File: config.mk
export PLATFORM = sky130hd
export DESIGN_NAME = spatz_xmem_responder
export DESIGN_NICKNAME = d
export VERILOG_FILES = /design/src/rtl/spatz_xmem_responder_pkg.sv /design/src/rtl/spatz_xmem_responder_fifo.sv /design/src/rtl/spatz_xmem_responder.sv
export SDC_FILE = /design/constraint.sdc
export NUM_CORES = 1
export LEC_CHECK = 0
export BUFFER_PORTS_ARGS = -buffer_cell sky130_fd_sc_hd__buf_2
export CAP_MARGIN = 20
export CORE_MARGIN = 1.5
export CORE_UTILIZATION = 45
export CTS_BUF_LIST = sky130_fd_sc_hd__clkbuf_16
export CTS_CLUSTER_DIAMETER = 80
export DETAILED_ROUTE_END_ITERATION = 6
export PLACE_DENSITY = 0.85
export SYNTH_ARGS = -nofsm -noshare
export SYNTH_HDL_FRONTEND = slang
export SYNTH_SLANG_ARGS = --single-unit
File: constraint.sdc
create_clock -name clk_i -period 2.82 [get_ports clk_i]
set_input_delay 0.141 -clock clk_i [delete_from_list [all_inputs] [get_ports clk_i]]
set_output_delay 0.141 -clock clk_i [all_outputs]
set_load 0.02 [all_outputs]
File: src/rtl/spatz_xmem_responder_pkg.sv
// Shared types for the Spatz X-interface memory responder: x_mem request,
// response and result structs plus the index-width helper.
package spatz_xmem_responder_pkg;

  // Index width that never collapses to zero bits for a single-entry range.
  function automatic int unsigned idx_width(input int unsigned num);
    return (num > 1) ? $clog2(num) : 1;
  endfunction

  localparam int unsigned NrOutstanding = 8;
  localparam int unsigned IdWidth       = idx_width(NrOutstanding);
  localparam int unsigned CntWidth      = idx_width(NrOutstanding + 1);

  typedef logic [IdWidth-1:0] id_t;

  typedef struct packed {
    id_t         id;
    logic [31:0] addr;
    logic [1:0]  mode;
    logic [1:0]  size;
    logic        we;
    logic [3:0]  strb;
    logic [31:0] wdata;
    logic        last;
    logic        spec;
  } x_mem_req_t;

  typedef struct packed {
    logic       exc;
    logic [5:0] exccode;
  } x_mem_resp_t;

  typedef struct packed {
    id_t         id;
    logic [31:0] rdata;
    logic        err;
  } x_mem_result_t;

endpackage

File: src/rtl/spatz_xmem_responder_fifo.sv
// In-order tracking FIFO without fall-through; exposes its fill level so the
// responder can use it directly as the outstanding-transaction counter.
module spatz_xmem_responder_fifo #(
  parameter int unsigned DEPTH     = 8,
  parameter int unsigned CNT_WIDTH = 4,
  parameter type         dtype_t   = logic
) (
  input  logic                 clk_i,
  input  logic                 rst_ni,
  input  logic                 push_i,
  input  dtype_t               data_i,
  input  logic                 pop_i,
  output dtype_t               data_o,
  output logic                 full_o,
  output logic                 empty_o,
  output logic [CNT_WIDTH-1:0] usage_o
);

  localparam int unsigned PtrWidth = (DEPTH > 1) ? $clog2(DEPTH) : 1;

  dtype_t                mem_q [DEPTH];
  logic [PtrWidth-1:0]   wr_ptr_q, wr_ptr_d;
  logic [PtrWidth-1:0]   rd_ptr_q, rd_ptr_d;
  logic [CNT_WIDTH-1:0]  count_q, count_d;
  logic                  push_ok, pop_ok;

  assign full_o  = (count_q == CNT_WIDTH'(DEPTH));
  assign empty_o = (count_q == '0);
  assign usage_o = count_q;
  assign data_o  = mem_q[rd_ptr_q];

  // Full/empty are judged on the registered count, so a same-cycle pop never
  // makes room for a push.
  assign push_ok = push_i & ~full_o;
  assign pop_ok  = pop_i & ~empty_o;

  // Pointer advance and fill-level bookkeeping; pointers wrap naturally.
  always_comb begin
    wr_ptr_d = wr_ptr_q;
    rd_ptr_d = rd_ptr_q;
    count_d  = count_q;
    if (push_ok) wr_ptr_d = wr_ptr_q + PtrWidth'(1);
    if (pop_ok)  rd_ptr_d = rd_ptr_q + PtrWidth'(1);
    case ({push_ok, pop_ok})
      2'b10:   count_d = count_q + CNT_WIDTH'(1);
      2'b01:   count_d = count_q - CNT_WIDTH'(1);
      default: count_d = count_q;
    endcase
  end

  // Control state clears asynchronously so reset empties the FIFO at once.
  always_ff @(posedge clk_i or negedge rst_ni) begin
    if (!rst_ni) begin
      wr_ptr_q <= '0;
      rd_ptr_q <= '0;
      count_q  <= '0;
    end else begin
      wr_ptr_q <= wr_ptr_d;
      rd_ptr_q <= rd_ptr_d;
      count_q  <= count_d;
    end
  end

  // Storage needs no reset: entries are only read while the count covers them.
  always_ff @(posedge clk_i) begin
    if (push_ok) mem_q[wr_ptr_q] <= data_i;
  end

endmodule

File: src/rtl/spatz_xmem_responder.sv
// Memory-side responder: forwards x_mem requests to one SRAM bank port,
// tracks granted transactions in order and returns id-tagged load results.
module spatz_xmem_responder
  import spatz_xmem_responder_pkg::*;
#(
  parameter int unsigned NR_OUTSTANDING = 8,
  parameter type         x_mem_req_t    = spatz_xmem_responder_pkg::x_mem_req_t,
  parameter type         x_mem_resp_t   = spatz_xmem_responder_pkg::x_mem_resp_t,
  parameter type         x_mem_result_t = spatz_xmem_responder_pkg::x_mem_result_t,
  localparam int unsigned IdWidth       = idx_width(NR_OUTSTANDING),
  localparam int unsigned CntWidth      = idx_width(NR_OUTSTANDING + 1)
) (
  input  logic                clk_i,
  input  logic                rst_ni,
  input  logic                x_mem_valid_i,
  output logic                x_mem_ready_o,
  input  x_mem_req_t          x_mem_req_i,
  output x_mem_resp_t         x_mem_resp_o,
  output logic                x_mem_result_valid_o,
  output x_mem_result_t       x_mem_result_o,
  output logic                mem_req_o,
  input  logic                mem_gnt_i,
  output logic [31:0]         mem_addr_o,
  output logic                mem_we_o,
  output logic [3:0]          mem_be_o,
  output logic [31:0]         mem_wdata_o,
  input  logic                mem_rvalid_i,
  input  logic [31:0]         mem_rdata_i,
  output logic                busy_o,
  output logic                txn_done_o,
  output logic [CntWidth-1:0] outstanding_o
);

  typedef struct packed {
    logic [IdWidth-1:0] id;
    logic               we;
    logic               last;
  } track_t;

  track_t              push_entry, head;
  logic                fifo_full, fifo_empty, pop;
  logic [CntWidth-1:0] usage;

  x_mem_result_t result_q, result_d;
  logic          result_valid_q, result_valid_d;
  logic          txn_done_q, txn_done_d;

  logic unused_req;
  assign unused_req = ^{x_mem_req_i.mode, x_mem_req_i.size, x_mem_req_i.spec,
                        x_mem_req_i.addr[1:0]};

  // Request path is purely combinational; a full tracker blocks the bank request.
  assign mem_req_o     = x_mem_valid_i & ~fifo_full;
  assign x_mem_ready_o = mem_req_o & mem_gnt_i;
  assign mem_addr_o    = {x_mem_req_i.addr[31:2], 2'b00};
  assign mem_we_o      = x_mem_req_i.we;
  assign mem_be_o      = x_mem_req_i.we ? x_mem_req_i.strb : 4'hF;
  assign mem_wdata_o   = x_mem_req_i.wdata;
  assign x_mem_resp_o  = '0;

  assign push_entry.id   = x_mem_req_i.id;
  assign push_entry.we   = x_mem_req_i.we;
  assign push_entry.last = x_mem_req_i.last;

  // Bank responses arriving with nothing tracked are dropped.
  assign pop = mem_rvalid_i & ~fifo_empty;

  spatz_xmem_responder_fifo #(
    .DEPTH     (NR_OUTSTANDING),
    .CNT_WIDTH (CntWidth),
    .dtype_t   (track_t)
  ) i_track_fifo (
    .clk_i   (clk_i),
    .rst_ni  (rst_ni),
    .push_i  (x_mem_ready_o),
    .data_i  (push_entry),
    .pop_i   (pop),
    .data_o  (head),
    .full_o  (fifo_full),
    .empty_o (fifo_empty),
    .usage_o (usage)
  );

  assign outstanding_o = usage;
  assign busy_o        = (usage != '0);

  // Retire the head entry: loads produce a result, stores vanish silently.
  always_comb begin
    result_d       = result_q;
    result_valid_d = 1'b0;
    txn_done_d     = 1'b0;
    if (pop) begin
      txn_done_d = head.last;
      if (!head.we) begin
        result_valid_d = 1'b1;
        result_d.id    = head.id;
        result_d.rdata = mem_rdata_i;
        result_d.err   = 1'b0;
      end
    end
  end

  // Registered result channel; it has no backpressure so every pulse is final.
  always_ff @(posedge clk_i or negedge rst_ni) begin
    if (!rst_ni) begin
      result_q       <= '0;
      result_valid_q <= 1'b0;
      txn_done_q     <= 1'b0;
    end else begin
      result_q       <= result_d;
      result_valid_q <= result_valid_d;
      txn_done_q     <= txn_done_d;
    end
  end

  assign x_mem_result_o       = result_q;
  assign x_mem_result_valid_o = result_valid_q;
  assign txn_done_o           = txn_done_q;

  // A bank response without a tracked transaction is ignored but reported.
  assert property (@(posedge clk_i) disable iff (!rst_ni)
                   mem_rvalid_i |-> !fifo_empty)
    else $warning("[spatz_xmem_responder] stray mem_rvalid_i ignored");

  // The bank may only see a changing request once it has been granted.
  assert property (@(posedge clk_i) disable iff (!rst_ni)
                   (mem_req_o && !mem_gnt_i) |=>
                   ($stable(mem_addr_o) && $stable(mem_we_o) &&
                    $stable(mem_be_o) && $stable(mem_wdata_o)))
    else $error("[spatz_xmem_responder] bank request changed while stalled");

endmodule
==> summary.txt, run 1 <==
Floorplan
  • # rows: 35
  • # IOs: 236
  • Initial core utilization: 45.8%
  • Core area: 9150 um^2
  • Die Area: 9910 um^2
  • Die width: 99.6 um
  • Chip height: 99.6 um

Clocking
  • Worst-path clk slew: 0.06 ns
  • Num CTS Buffers: 9
  • Clock tree from TritonCTS: yes
  • Clk buf depth: 2
  • Htree depth: 3
  • Post-CTS Setup Bufs: 0
  • Worst-Skew Late Latency: 0.33 ns
  • CTS root buf: clkbuf_16
  • Sinks on Clock Net: 87

Worst setup path
  • Crit path buffers/inverters: 0
  • CP delay by family, top: simple AND/OR/NAND/NOR gates
  • CP required: 3.03 ns
  • Slowest library cell on the worst path: or4b_2
  • CP max FO: 6
  • Crit Path Class: register to register
  • Reg2reg start: i_track_fifo.usage_o[2]
  • Crit-path max cell delay: 0.71 ns
  • Critical Path Start: i_track_fifo.usage_o[2]
  • Critical path arrival: 2.80 ns
  • Crit-path most repeated cell: xor2_1
  • CP endpoint kind: register
  • Critical Path Source Type: register
  • Cells along the critical path: or4b_2 -> nand3_1 -> ha_1 -> xor2_1 -> ha_1 -> a21oi_1 -> xor2_1 -> nor2_1 -> xor2_1

Detailed routing
  • Initial DRC Count: 70
  • DR vias/cell: 4.95
  • Routed Wire Length: 6860 um
  • DR WL/cell: 15.7 um
  • Pre-antenna DRT Iters: 4
  • DRT antenna net count: 0
  • DRC Markers: 0
  • Vias: 2157

STA
  • Slew Limit Fails: 0
  • Final setup viols: 0
  • Maximum clock rate: 0.387 GHz
  • Hold Fails Final Rpt: 0
  • Worst rel slew slack: 63.8%
  • Final worst path period share: 91.7%
  • Worst Tran Pin Value: 0.540 ns
  • Final setup TNS: 0 ns
  • RSZ-0062 raised after global routing: no
  • Final min period: 2.58 ns
  • Fin Clk Skew: 0.00683 ns
  • Setup ws final: 0.235 ns
  • Hold slack: 0.0372 ns

Global route
  • Grt total ovfl: 0
  • Vias in the first global route: 2145
  • First-pass GRT wire length: 10500 um
  • Initial antenna violation count: 0
  • Gr usage total: 13.9%
  • Largest net degree at the start of global routing: 48

Placed design
  • Post-DP HPWL: 4860 um
  • Input/output buffers: 94
  • GPL Wtd Cong: 0.796
  • Pre-CTS setup slack: 0.249 ns
  • Placed insts: 418

Finish
  • Multi-input combinational cell area: 1210 um^2
  • Filler cell count: 786
  • Reg area: 2380 um^2
  • Fin nets: 440
  • Layout Cells excl Fill: 436
  • Share of layout cells above drive strength 1: 50.8%
  • Syn-to-layout area delta: 8.74%
  • Diodes inserted: 0

Yosys
  • Synth Area in Adders: 1.49%
  • Register area share after synthesis: 56.7%
  • Post-Synth XOR/XNOR Area: 1.67%
  • Post-synthesis mux area share: 19.3%
  • Synth warn: 0
  • FF+latch count, synth: 87
  • Mapped Avg Cell Area: 15.1 um^2
  • Post-synthesis cell count: 277
  • Post-synth top area cell: edfxtp_1
  • Largest family of logic cells by synthesized area: multiplexers
  • Number of distinct library cells after synthesis: 30
  • Ys async rst share: 54.0%
  • Synth Area in Compound Gates: 0.596%
  • Post-synth EDFFs: 40
  • Synth Area in Simple Gates: 4.89%
  • Ranking of synthesized cells by area: edfxtp_1, dfrtp_1, buf_4
  • Synth top area share: 28.6%
  • Mapped cell area: 4200 um^2
  • Synth Flop Type: dfrtp_1

Pwr
  • Pleak: 2.07 nW
  • Worst VDD drop: 0.367 mV
  • Power per cell area: 1130 nW/um^2
  • PnR Total Power: 5.14 mW

Hold path
  • Hold WC Path Type: input pin to register
  • Min-delay src: mem_rdata_i[6]

Run
  • Maxcap violations: 0

Outcome
  • Status: finished clean
[power by group]
group	internal [mW]	leakage (nW)	total (mW)	switching (mW)
logic	1.06	1.02	2.08	1.02
registers	1.72	0.918	2.01	0.285
clock network	0.590	0.134	1.06	0.467
[per-layer routing]
layer / vias up / track usage (%) / part of all wire [%]
met4: 0 / 7.04 / 1.8
met1: 1058 / 17.3 / 43
met3: 14 / 3.94 / 6.4
met5: - / 0 / 0
met2: 104 / 22.3 / 49
li1: 981 / - / -
[layout by cell type (no fill, tap or decap), drive strengths merged, types with 5 or more instances in the layout]
master / instances
nand2b: 7
clkbuf: 9
buf: 101
ha: 5
edfxtp: 40
mux2: 39
mux2i: 5
conb: 10
inv: 6
nand2: 14
dfrtp: 47
mux4: 9
nor2: 8
[stage by stage]
step / utilization, % / instance area [um^2]
global placement: 46.6 / 4260
global route: 49.8 / 4560
detailed placement: 46.6 / 4260
floorplan: - / 4230
CTS: 49.5 / 4530
finish: 49.8 / 4560
[logic make-up after synthesis]
logic type      Yosys count
mux                      53
xor+xnor                  8
fa+ha+maj                 5
flops                    87
buf+inv                  82
other cells               1
compound gates            4
simple gates             37
[flip-flops by register name, summed over array words and instances, names as in the netlist]
name                   flops
i_track_fifo.wr_ptr_q      3
i_track_fifo.rd_ptr_q      3
x_mem_result_o            35
i_track_fifo.mem_q        40
txn_done_o                 1
i_track_fifo.usage_o       4
x_mem_result_valid_o       1
[synthesized netlist by cell type, types with 2 or more instances]
cell type	n
mux2i_1	5
nand2_1	12
mux4_2	7
nand2_4	2
buf_12	3
mux2_2	10
ha_1	5
nand2b_1	7
inv_1	3
mux2_4	29
edfxtp_1	40
xnor2_1	4
xor2_1	4
mux4_1	2
a211oi_1	2
dfrtp_1	47
nor3_1	2
nor2_1	8
buf_4	74
[area by class of cell]
type | instances | share of cell area (%)
Sequential cell | 87 | 52.1
Multi-Input combinational cell | 117 | 26.5
Timing Repair Buffer | 102 | 12.2
Clock buffer | 9 | 4.94
Tap cell | 111 | 3.04
Clock inverter | 7 | 0.933
Inverter | 3 | 0.247
[path summary, 6_finish.rpt]
kind | endpoint | slack (ns) | depth (start not counted)
setup / recovery | i_track_fifo.usage_o[2] | 0.24 | 9
hold / removal | x_mem_result_o[7] | 0.04 | 2
setup reg to reg | i_track_fifo.usage_o[2] | 0.24 | 9
hold reg to reg | x_mem_result_o[16] | 0.50 | 1
max in group asynchronous | x_mem_result_o[33] | 2.09 | 3
min in group asynchronous | x_mem_result_o[14] | 0.24 | 2
[timing repair]
action                                 in CTS  in global routing
endpoints found under the hold margin       0                 14
hold buffers                                0                  1
gates resized for setup                     0                  0
Note: power is estimated with default switching activity, not from simulation.
==> inputs of run 2 (changes only) <==
--- a/config.mk
+++ b/config.mk
@@ -7,12 +7,15 @@
 export LEC_CHECK = 0
 export BUFFER_PORTS_ARGS = -buffer_cell sky130_fd_sc_hd__buf_2
 export CAP_MARGIN = 20
+export CELL_PAD_IN_SITES_DETAIL_PLACEMENT = 0
+export CELL_PAD_IN_SITES_GLOBAL_PLACEMENT = 1
 export CORE_MARGIN = 1.5
-export CORE_UTILIZATION = 45
+export CORE_UTILIZATION = 34
 export CTS_BUF_LIST = sky130_fd_sc_hd__clkbuf_16
 export CTS_CLUSTER_DIAMETER = 80
 export DETAILED_ROUTE_END_ITERATION = 6
-export PLACE_DENSITY = 0.85
+export HOLD_SLACK_MARGIN = 0.06
+export PLACE_DENSITY = 0.84
 export SYNTH_ARGS = -nofsm -noshare
 export SYNTH_HDL_FRONTEND = slang
 export SYNTH_SLANG_ARGS = --single-unit
==> summary.txt, run 2 (synthesis results as in run 1) <==
Global route
  • Grt total ovfl: 0
  • Initial antenna violation count: 0
  • First-pass GRT wire length: 11300 um
  • Vias in the first global route: 2294
  • Largest net degree at the start of global routing: 48
  • Gr usage total: 11.9%

Finish
  • Most common cell after layout, fill and taps aside: buf_2
  • Top reg by flops: i_track_fifo.mem_q
  • Most frequent cells in the layout: buf_2, dfrtp_1, edfxtp_1
  • Syn-to-layout area delta: 18.1%
  • Filler cell count: 1071
  • Final core occ: 41.3%
  • Finished Cell Area: 4950 um^2
  • Share of layout cells above drive strength 1: 46.3%
  • Layout Cells excl Fill: 503
  • Fin nets: 471
  • Diodes inserted: 0
  • Flip-flop count of the largest register after layout: 40

STA
  • Hold Fails Final Rpt: 0
  • Final setup viols: 0
  • Setup ws final: 0.158 ns
  • Final setup TNS: 0 ns
  • Final min period: 2.66 ns
  • Maximum clock rate: 0.376 GHz
  • RSZ-0062 raised after global routing: no
  • Hold slack: 0.0765 ns
  • Worst Tran Pin Value: 0.534 ns
  • Worst rel slew slack: 64.3%
  • Final worst path period share: 94.4%
  • Fin Clk Skew: 0.0101 ns
  • Slew Limit Fails: 0

Hold path
  • Hold-critical path depth: 1
  • Hold WC Path Type: input pin to register
  • Min-delay src: x_mem_req_i[1]
  • Worst Hold End: i_track_fifo.mem_q[5][0]

Floorplan
  • Die Area: 13000 um^2
  • # rows: 40
  • Chip height: 114 um
  • Core area: 12000 um^2
  • Initial core utilization: 34.9%
  • Die width: 114 um
  • # IOs: 236

Detailed routing
  • Pre-antenna DRT Iters: 4
  • Routed Wire Length: 7590 um
  • Initial DRC Count: 116
  • Vias: 2294
  • DR WL/cell: 15.1 um
  • DR vias/cell: 4.56
  • DRT antenna net count: 0
  • DRC Markers: 0

Placed design
  • Post-DP HPWL: 4810 um
  • GPL Wtd Cong: 0.716
  • Placed insts: 453
  • Input/output buffers: 94
  • Placed Area: 4300 um^2
  • Pre-CTS setup slack: 0.268 ns

Outcome
  • Status: finished clean

Worst setup path
  • Crit Path Class: register to register
  • Worst R2R End: i_track_fifo.usage_o[3]
  • Critical Path Start: i_track_fifo.usage_o[2]
  • Critical Path Source Type: register
  • CP endpoint kind: register
  • CP required: 3.08 ns
  • Register-to-register setup slack: 0.16 ns
  • Reg2reg start: i_track_fifo.usage_o[2]
  • CP max FO: 6
  • Critical path arrival: 2.92 ns
  • R2r worst-path depth: 7

Pwr
  • PnR Total Power: 5.32 mW
  • Pleak: 2.22 nW
  • Power per cell area: 1070 nW/um^2
  • Worst VDD drop: 0.330 mV

Clocking
  • Clock tree from TritonCTS: yes
  • CTS root buf: clkbuf_16
  • Sinks on Clock Net: 87
  • Worst-Skew Late Latency: 0.34 ns
  • Post-CTS resize count: 0
  • Htree depth: 3
  • Clk buf depth: 2
  • Worst-path clk slew: 0.06 ns
  • Num CTS Buffers: 9

Run
  • Maxcap violations: 0
[run 2: cell count changes in the layout (fill, tap and decap cells not counted), sizes merged]
| cell | delta |
|---|---|
| dlygate4sd3 | +32 |
| clkinvlp | -2 |
| inv | +2 |
| buf | -1 |
| bufinv | +1 |
| clkinv | -1 |
[run 2: worst max-delay path, stage by stage (launching register included)]
cell and delay (ns):
dfrtp_1 0.44, or4b_2 0.70, nand3_1 0.21, ha_1 0.31
nor4bb_1 0.36, a211oi_1 0.10, a211oi_1 0.28, xor2_1 0.18
[run 2: where the power goes]
part,internal (mW),switching (mW)
Combinational,1.08,1.04
Clock,0.696,0.490
Sequential,1.72,0.283
Total,3.50,1.82
[run 2: layout make-up]
class	count	area [um^2]	share of cell area (%)
well taps	147	184	3.71
flip-flops and latches	87	2380	48.0
multi-input cells	117	1210	24.4
repair buffers	133	871	17.6
inverters	3	11.3	0.227
clock inverters	7	77.6	1.57
clock buffers	9	225	4.55
[run 2: layer usage]
metal,GRT usage (%),routed length [um],vias up
li1,-,-,1042
met1,12.5,3050,1097
met2,19.4,3650,112
met3,4.39,564,43
met4,8.92,325,0
met5,0,0,-
[run 2: how the worst max path moves through the flow]
| stage | cells past startpoint | slack, ns | endpoint |
|---|---|---|---|
| 3_5_place_dp | 7 | 0.27 | i_track_fifo.usage_o[3] |
| 5_1_grt | 7 | 0.01 | i_track_fifo.usage_o[3] |
| 3_3_place_gp | 9 | 0.35 | i_track_fifo.usage_o[2] |
| 4_1_cts | 7 | 0.16 | i_track_fifo.usage_o[3] |
| 2_1_floorplan | 10 | 0.33 | i_track_fifo.usage_o[2] |
| 6_report | 7 | 0.16 | i_track_fifo.usage_o[3] |
[run 2: what timing repair did]
action / in CTS / in global routing
endpoints found under the hold margin: 79 / 0
setup buffers: 0 / 0
hold buffers: 33 / 0
==> inputs of run 3 (changes only) <==
--- a/config.mk
+++ b/config.mk
@@ -5,17 +5,18 @@
 export SDC_FILE = /design/constraint.sdc
 export NUM_CORES = 1
 export LEC_CHECK = 0
+export ABC_CLOCK_PERIOD_IN_PS = 2820
 export BUFFER_PORTS_ARGS = -buffer_cell sky130_fd_sc_hd__buf_2
 export CAP_MARGIN = 20
 export CELL_PAD_IN_SITES_DETAIL_PLACEMENT = 0
-export CELL_PAD_IN_SITES_GLOBAL_PLACEMENT = 1
+export CELL_PAD_IN_SITES_GLOBAL_PLACEMENT = 2
 export CORE_MARGIN = 1.5
-export CORE_UTILIZATION = 34
+export CORE_UTILIZATION = 27
 export CTS_BUF_LIST = sky130_fd_sc_hd__clkbuf_16
 export CTS_CLUSTER_DIAMETER = 80
 export DETAILED_ROUTE_END_ITERATION = 6
 export HOLD_SLACK_MARGIN = 0.06
-export PLACE_DENSITY = 0.84
+export PLACE_DENSITY = 0.83
 export SYNTH_ARGS = -nofsm -noshare
 export SYNTH_HDL_FRONTEND = slang
 export SYNTH_SLANG_ARGS = --single-unit
==> summary.txt, run 3 (synthesis results as in run 1) <==
Global route
  • Gr usage total: 9.57%
  • Routing usage on met2: 15.8%
  • Largest net degree at the start of global routing: 48
  • First-pass GRT wire length: 11700 um
  • Grt total ovfl: 0
  • Initial antenna violation count: 0
  • Met1 Usage GRT: 11.1%
  • Most Crowded Layer GR: met2
  • Global-route met3 utilization: 2.92%
  • Vias in the first global route: 2237

Pwr
  • Pleak: 2.21 nW
  • Worst VDD drop: 0.303 mV
  • Power per cell area: 1050 nW/um^2

Detailed routing
  • DR vias/cell: 4.09
  • Vias: 2235
  • Pre-antenna DRT Iters: 4
  • DR WL/cell: 13.8 um
  • Initial DRC Count: 109
  • Routed Wire Length: 7570 um
  • DRC Markers: 0
  • DRT antenna net count: 0

Clocking
  • Post-CTS resize count: 0
  • Num CTS Buffers: 9
  • Sinks on Clock Net: 87
  • Worst-Skew Late Latency: 0.34 ns
  • Clock tree from TritonCTS: yes
  • Worst-path clk slew: 0.07 ns
  • CTS root buf: clkbuf_16
  • Clk buf depth: 2
  • Htree depth: 3

Placed design
  • Input/output buffers: 94
  • Placed insts: 497
  • GPL Wtd Cong: 0.681
  • Post-DP HPWL: 5120 um

Floorplan
  • Die width: 128 um
  • Die Area: 16300 um^2
  • Core area: 15200 um^2
  • # IOs: 236
  • Initial core utilization: 27.6%
  • Chip height: 128 um
  • # rows: 45

Worst setup path
  • Register-to-register setup slack: 0.26 ns
  • Critical Path Source Type: register
  • Crit Path Class: register to register
  • CP endpoint kind: register
  • CP max FO: 6
  • CP required: 3.04 ns
  • Critical path arrival: 2.78 ns
  • R2r worst-path depth: 9

Hold path
  • Hold-critical path depth: 1
  • Hold WC Path Type: input pin to register

Finish
  • Most frequent cells in the layout: buf_2, dfrtp_1, edfxtp_1
  • Share of layout cells above drive strength 1: 47.1%
  • Diodes inserted: 0
  • Syn-to-layout area delta: 19.2%
  • Most common cell after layout, fill and taps aside: buf_2
  • Fin nets: 474
  • Final core occ: 32.9%
  • Layout Cells excl Fill: 547
  • Flip-flop count of the largest register after layout: 40
  • Top reg by flops: i_track_fifo.mem_q

STA
  • Maximum clock rate: 0.391 GHz
  • Hold Fails Final Rpt: 0
  • Final setup viols: 0
  • Fin Clk Skew: 0.00761 ns
  • Slew Limit Fails: 0
  • Final min period: 2.56 ns
  • Worst Tran Pin Value: 0.565 ns
  • Final worst path period share: 90.7%
  • RSZ-0062 raised after global routing: no
  • Final setup TNS: 0 ns
  • Worst rel slew slack: 62.2%

Run
  • Maxcap violations: 0

Outcome
  • Status: finished clean
==> run 3: cell types whose count changed in the layout (fill, tap and decap cells not counted), sizes merged <==
cell | before | now
buf | 100 | 103
inv | 8 | 7
bufinv | 1 | 0
clkinvlp | 0 | 2
==> run 3: final cells by class <==
type                       instances  area (um^2)
tap                              188          235
fill                            1472        10200
sequential                        87         2380
clock inverter                     7         62.6
inverter                           3         11.3
multi-input combinational        117         1210
clock buffer                       9          225
timing repair buffer             136          881
==> run 3: metal layers <==
layer / wire length (um) / part of all wire [%] / vias to the layer above
met5: 0 / 0 / -
met4: 211 / 2.8 / 0
met3: 528 / 7.0 / 25
met2: 3600 / 47 / 92
met1: 3230 / 43 / 1080
li1: - / - / 1038
==> run 3: worst paths after layout <==
check | start | end
max in group asynchronous | rst_ni | x_mem_result_o[8]
hold reg to reg | x_mem_result_o[20] | x_mem_result_o[20]
setup / recovery | i_track_fifo.usage_o[2] | i_track_fifo.usage_o[2]
hold / removal | x_mem_req_i[77] | i_track_fifo.mem_q[0][4]
setup reg to reg | i_track_fifo.usage_o[2] | i_track_fifo.usage_o[2]
min in group asynchronous | rst_ni | x_mem_result_o[22]
==> run 3: stage by stage <==
stage / instance area [um^2] / hold slack (ns) / setup WS, ns / power, mW
CTS: 4980 / 0.0717 / 0.258 / 5.34
floorplan: 4230 / -0.155 / 0.333 / 3.73
global route: 5000 / 0.0846 / 0.135 / 5.60
global placement: 4360 / 0.282 / 0.320 / 4.10
detailed placement: 4360 / 0.282 / 0.272 / 4.14
finish: 5000 / 0.0752 / 0.263 / 5.26
==> run 3: power breakdown <==
part	total [mW]	leakage [nW]	switching (mW)	internal, mW
Clock	1.14	0.138	0.524	0.617
Combinational	2.11	1.16	1.02	1.09
Sequential	2.01	0.918	0.292	1.72
Total	5.26	2.21	1.84	3.43
==> run 3: repair_timing <==
item,CTS,global route
endpoints found under the hold margin,70,0
setup buffers,0,0
hold buffers,33,0
==> run 3: worst max-delay path, cell delays in order, from the launching register on <==
cell and delay, ns:
dfrtp_1 0.44, or4b_2 0.70, nand3_1 0.21, ha_1 0.29, xor2_1 0.10, ha_1 0.18, a21oi_1 0.14, xor2_1 0.17
nor2_1 0.07, xor2_1 0.14
